[src/rtl/tff_bank_counter.sv]
// WIDTH-bit register of T flip-flop cells with masked toggle, up/down count,
// parallel load, terminal-count detect, a wrap pulse and a sticky overflow flag.
module tff_bank_counter #(
    parameter int               WIDTH     = 8,
    parameter bit               SATURATE  = 1'b0,
    parameter logic [WIDTH-1:0] RESET_VAL = '0
) (
    input  logic             clk_i,
    input  logic             reset_n_i,
    input  logic             en_i,
    input  logic [1:0]       mode_i,
    input  logic [WIDTH-1:0] t_mask_i,
    input  logic             load_i,
    input  logic [WIDTH-1:0] load_val_i,
    input  logic             clr_ovf_i,
    output logic [WIDTH-1:0] q_o,
    output logic [WIDTH-1:0] qbar_o,
    output logic             tc_o,
    output logic             wrap_o,
    output logic             ovf_o
);

    localparam logic [1:0] MODE_HOLD   = 2'b00;
    localparam logic [1:0] MODE_TOGGLE = 2'b01;
    localparam logic [1:0] MODE_UP     = 2'b10;
    localparam logic [1:0] MODE_DOWN   = 2'b11;

    logic [WIDTH-1:0] q_q, q_d;
    logic             wrap_q, wrap_d;
    logic             ovf_q, ovf_d;

    logic [WIDTH-1:0] up_t;
    logic [WIDTH-1:0] dn_t;
    logic [WIDTH-1:0] t_vec;
    logic             all_ones;
    logic             all_zero;
    logic             edge_event;

    // T inputs for counting: a bit toggles when every lower bit is 1 (up) or 0 (down).
    always_comb begin
        up_t    = '0;
        dn_t    = '0;
        up_t[0] = 1'b1;
        dn_t[0] = 1'b1;
        for (int i = 1; i < WIDTH; i++) begin
            up_t[i] = up_t[i-1] & q_q[i-1];
            dn_t[i] = dn_t[i-1] & ~q_q[i-1];
        end
    end

    assign all_ones = up_t[WIDTH-1] & q_q[WIDTH-1];
    assign all_zero = dn_t[WIDTH-1] & ~q_q[WIDTH-1];

    always_comb begin
        t_vec      = '0;
        edge_event = 1'b0;
        if (en_i) begin
            case (mode_i)
                MODE_TOGGLE: t_vec = t_mask_i;
                MODE_UP: begin
                    edge_event = all_ones;
                    t_vec      = (all_ones && SATURATE) ? '0 : up_t;
                end
                MODE_DOWN: begin
                    edge_event = all_zero;
                    t_vec      = (all_zero && SATURATE) ? '0 : dn_t;
                end
                default: t_vec = '0;
            endcase
        end
    end

    always_comb begin
        q_d    = q_q ^ t_vec;
        wrap_d = edge_event;
        ovf_d  = edge_event | (ovf_q & ~clr_ovf_i);
        if (load_i) begin
            q_d    = load_val_i;
            wrap_d = 1'b0;
            ovf_d  = ovf_q;
        end
    end

    always_ff @(posedge clk_i) begin
        if (!reset_n_i) begin
            q_q    <= RESET_VAL;
            wrap_q <= 1'b0;
            ovf_q  <= 1'b0;
        end else begin
            q_q    <= q_d;
            wrap_q <= wrap_d;
            ovf_q  <= ovf_d;
        end
    end

    assign q_o    = q_q;
    assign qbar_o = ~q_q;
    assign wrap_o = wrap_q;
    assign ovf_o  = ovf_q;
    assign tc_o   = ((mode_i == MODE_UP) && all_ones) || ((mode_i == MODE_DOWN) && all_zero);

endmodule
[config.mk]
export PLATFORM = sky130hd
export DESIGN_NAME = tff_bank_counter
export DESIGN_NICKNAME = d
export VERILOG_FILES = /design/src/rtl/tff_bank_counter.sv
export SDC_FILE = /design/constraint.sdc
export NUM_CORES = 1
export LEC_CHECK = 0
export CORE_MARGIN = 5
export CORE_UTILIZATION = 30
export CTS_BUF_LIST = sky130_fd_sc_hd__clkbuf_2 sky130_fd_sc_hd__clkbuf_4 sky130_fd_sc_hd__clkbuf_8
export DETAILED_ROUTE_END_ITERATION = 10
export GPL_ROUTABILITY_DRIVEN = 0
export GPL_TIMING_DRIVEN = 0
export PLACE_DENSITY = 0.68
export SLEW_MARGIN = 40
export SYNTH_ARGS = -nofsm -noshare
export SYNTH_HDL_FRONTEND = slang
export SYNTH_SLANG_ARGS = --single-unit
[constraint.sdc]
create_clock -name clk_i -period 1.7 [get_ports clk_i]
set_input_delay 0.425 -clock clk_i [delete_from_list [all_inputs] [get_ports clk_i]]
set_output_delay 0.425 -clock clk_i [all_outputs]
set_load 0.005 [all_outputs]
Word level (Yosys, flattened, before mapping)
Cells that the tools add are included.
- flip-flop bits (word level): 10
- bits of input ports: 23
- output and inout bits: 19
- equal/unequal tests: 3
- multiplexer cells: 5
- bitwise logic cells: 28
- reduce and logical (&&, ||, !) cells: 4
- operators with widths (cell ; number):
    8-bit one-hot mux with 3 select lines ; 1
    8-bit 2-to-1 mux ; 2
    1-bit bitwise AND ; 15
    1-bit inverter ; 10
    8-bit inverter ; 1
    8-bit bitwise XOR ; 1
    2-bit equality test (second input constant) ; 2
    2-bit by 1-bit equality test with 1-bit output (second input constant) ; 1
    1-bit logical AND ; 2
    1-bit one-hot mux with 2 select lines ; 1
    2-bit OR reduction ; 1
    1-bit logical OR ; 1
    1-bit 2-to-1 mux ; 1
    1-bit OR ; 1

Depth between registers and ports, before layout
- depth after elaboration: 11
- mapped depth: 6
- mapped depth without buffers: 4

Least setup slack after synthesis
OpenSTA, ideal clock, no wires.
- kind: in2reg
- from: in mode_i[0]
- to: reg ovf_q (netlist: ovf_o)
- library setup time: 0.070 ns
- data arrival time: 1.498 ns
- data required time: 1.630 ns
- path slack: 0.132 ns
- stages on the path: 6
- path buffers: 2
- cell sequence: buf_6 -> and4b_1 -> buf_6 -> nand4_4 -> a2111o_1 -> a21boi_1
- word-level cells in the longest chain between the ends: 4
- elaborated cells between the ends (all ways): 5
- those cells by class: 2 x eq/ne; 2 x mux; 1 x bitwise
- RTL lines (item ; line ; source):
    start: declaration ; 11 ; input logic [1:0] mode_i,
    2-bit equality test ; 58 ; case (mode_i)
    1-bit one-hot mux with 2 select lines (*) ; 58 ;
    1-bit 2-to-1 mux (*) ; 57 ; if (en_i) begin
    1-bit OR (*) ; 76 ; ovf_d = edge_event | (ovf_q & ~clr_ovf_i);
    end signal: assignment ; 92 ; ovf_q <= ovf_d;
    end: declaration ; 30 ; logic ovf_q, ovf_d;
Mark *: on every way between the ends. The rest lies on a longest branch, timed or not.
A chain may end at the register's enable or synchronous reset.

Worst setup path in the final report
- from: reg q_q[2] (netlist: q_o[2])
- to: out tc_o
- word-level cells in the longest chain between the ends: 9
- elaborated cells between the ends (all ways): 16
- those cells by class: 13 x bitwise; 3 x reduce/logical
- RTL lines (item ; line ; source):
    start: declaration ; 28 ; logic [WIDTH-1:0] q_q, q_d;
    start signal: assignment ; 90 ; q_q <= q_d;
    1-bit inverter ; 47 ; dn_t[i] = dn_t[i-1] & ~q_q[i-1];
    1-bit bitwise AND (5 in series) ; 47 ;
    1-bit bitwise AND ; 52 ; assign all_zero = dn_t[WIDTH-1] & ~q_q[WIDTH-1];
    1-bit logical AND ; 100 ; assign tc_o = ((mode_i == MODE_UP) && all_ones) || ((mode_i == MODE_DOWN) && all_zero);
    1-bit logical OR (*) ; 100 ;
    end: declaration ; 18 ; output logic tc_o,
Marked as above.

==> flow_summary.toml <==
[outcome]
status = "finished with violations"
violations = "setup timing"

[power]
total_power_uw = 767
p_per_area_nw_per_um2 = 550
p_leak_nw = 0.585
ir_drop_uv = 575

[timing]
fin_ws_ns = -0.0429
max_clock_freq_ghz = 0.574
hold_violations = 0
fin_crit_sh_pct = 103
finClkSkew_ns = 0.000681
post-route-min-period_ns = 1.74
rsz0062_at_grt = "true"
finalSetupTns_ns = -0.0429
final-max-slew-violation-count = 0
setup_viol = 1
maxSlewHeadroom_pct = 64.1
tightest_slew_ns = 0.537

[global_routing]
grt_use_total_pct = 14.9
grt_pass1_wl_mm = 4.96
grt_max_degree = 11
grt_overflow = 0
antenna_found_initial = 0
grt_pass1_vias = 1113

[synthesis]
ys_ff_latch = 10
synth_edf_count = 0
syn_inst = 112
yosys_warnings = 0
syn_area_sq_um = 867
synth.avg_cell_area_sq_um = 7.74
async_flop_share_pct = 0
seq_area_frac_synth_pct = 23.1
netlist-cell-type-count = 41
synth_nets = 135
ys.flop_type = "dfxtp_1"

[clocking]
cts_tree = "done"
cts.sinks = 10
cts_root_buffer = "clkbuf_4"
cts_hold_buf = 0
htreeDepth = 1
clk_latency_ns = 0.27
clockBufferDepth = 2
numCtsBuffers = 3
clk_pin_slew_ns = 0.07

[placement]
dp_cells = 182
post-dp-hpwl_mm = 2.16
dpl_worst_slack_ns = -0.422
portBuffers = 39

[worst_hold_path]
hold_start = "ovf_o"
hold_depth = 2
worstHoldPathType = "reg2reg"
hold_end = "ovf_o"

[setup_path]
crit_fanout = 3
end_kind = "primary output"
worst-setup-path-type = "reg2out"
crit_path_max_incr_delay_ns = 0.36
cp_cell_sequence = "nor4b_4 -> nand4_1 -> nand2_2 -> buf_2"
startpoint_type = "register"
r2r_start = "q_o[2]"
reg2reg_slack_ns = 0.13
cp_slowest_cell = "dfxtp_4"
regToRegEndpoint = "ovf_o"
r2r_cells = 5
cp.arrival_ns = 1.32
required_ns = 1.27

[floorplanning]
fp.coreArea_sq_um = 2760
die_area_sq_um = 4070
die_x_um = 63.8
die_y_um = 63.8
io-pin-count = 42
start_util_pct = 31.4
rows = 19

[detailed_routing]
drc = 0
drt-initial-drc-count = 32
vias = 1043
avgRoutedWirePerCell_um = 14.9
routed_wl_mm = 2.84
dr.pass1.iters = 4
antenna_left = 0
vias_per_cell = 5.46

[layout]
diodes = 0
final_common_cell = "clkdlybuf4s50_1"
syn2layout_area_growth_pct = 60.8
fin_util_pct = 50.5
nets = 184
fillers = 273
stdcell_count = 191
drive_gt1_share_pct = 21.9
mostFrequentLayoutCells = "clkdlybuf4s50_1, nand2_1, inv_1, nor2_1, nand3_1"

[job]
max_cap_viol_count = 0
[cell type report]
type / instances / area [sq um] / share of cell area, %
well taps: 31 / 38.8 / 2.78
clock buffers: 4 / 36.3 / 2.60
flip-flops and latches: 10 / 220 / 15.8
multi-input cells: 84 / 574 / 41.2
repair buffers: 44 / 423 / 30.3
plain buffers: 7 / 60.1 / 4.31
inverters: 11 / 41.3 / 2.96
[cell usage after synthesis (all sizes together) (2+ instances only)]
cell type | number | area share [%]
nand2 | 13 | 5.6
inv | 11 | 4.8
dfxtp | 10 | 23
nor2 | 8 | 3.5
nand3 | 7 | 4.0
nand4 | 7 | 6.8
buf | 5 | 5.3
nand3b | 4 | 3.5
nor3b | 4 | 3.5
a32oi | 3 | 3.0
and3 | 3 | 2.3
nand2b | 3 | 2.2
nor3 | 3 | 1.7
o21ai | 3 | 1.7
a21oi | 2 | 1.2
a311o | 2 | 2.3
a311oi | 2 | 2.0
dlygate4sd1 | 2 | 2.0
o211ai | 2 | 1.7
o311a | 2 | 2.3
[kinds of logic after synthesis]
| logic type | after synthesis | synth area share (%) |
|---|---|---|
| buffers and inverters | 18 | 12.1 |
| flip-flops | 10 | 23.1 |
| XOR/XNOR | 2 | 2.02 |
| AND/OR/NAND/NOR | 58 | 40.5 |
| AO/OA/AOI/OAI | 24 | 22.2 |
[flip-flops by register name, indices dropped and copies added, names as in the netlist]
register  count
wrap_o        1
ovf_o         1
q_o           8
[repair_timing]
| item | in CTS | in global routing |
|---|---|---|
| setup endpoints to repair | 10 | 13 |
| setup buffers | 5 | 0 |
| pin swaps | 3 | 3 |
| gates resized for setup | 17 | 12 |
[where the power goes]
part / internal, mW / total [mW] / switching, mW
Clock: 0.130 / 0.218 / 0.0880
Combinational: 0.157 / 0.268 / 0.111
Sequential: 0.252 / 0.280 / 0.0278
Total: 0.540 / 0.767 / 0.227
[routing by layer]
layer	vias up	GRT usage, %	routed length [um]
met3	4	5.08	163
met5	-	0	0
met1	492	17.7	1240
li1	513	-	-
met4	0	5.19	42
met2	34	24.7	1400
[through the flow]
step	hold WS (ns)	cell area, sq um
5_1_grt	0.533	1390
2_1_floorplan	0.465	867
3_5_place_dp	0.476	1300
3_3_place_gp	0.465	1300
4_1_cts	0.491	1380
6_report	0.488	1390
[worst max-delay path by stage]
stage | start | endpoint | slack, ns | cells after the start
floorplan | mode_i[0] | ovf_o | 0.13 | 6
global placement | mode_i[0] | tc_o | -0.42 | 5
detailed placement | mode_i[0] | tc_o | -0.42 | 5
CTS | q_o[1] | tc_o | -0.05 | 4
global route | q_o[2] | tc_o | -0.11 | 4
finish | q_o[2] | tc_o | -0.04 | 4
[worst max-delay path: cells and delay by family (launching register included)]
kind                   cells  cell delay (ns)
DFF                        1             0.36
buffers and inverters      1             0.11
and+or+nand+nor            3             0.58
Power figures use the tool's default switching activity.
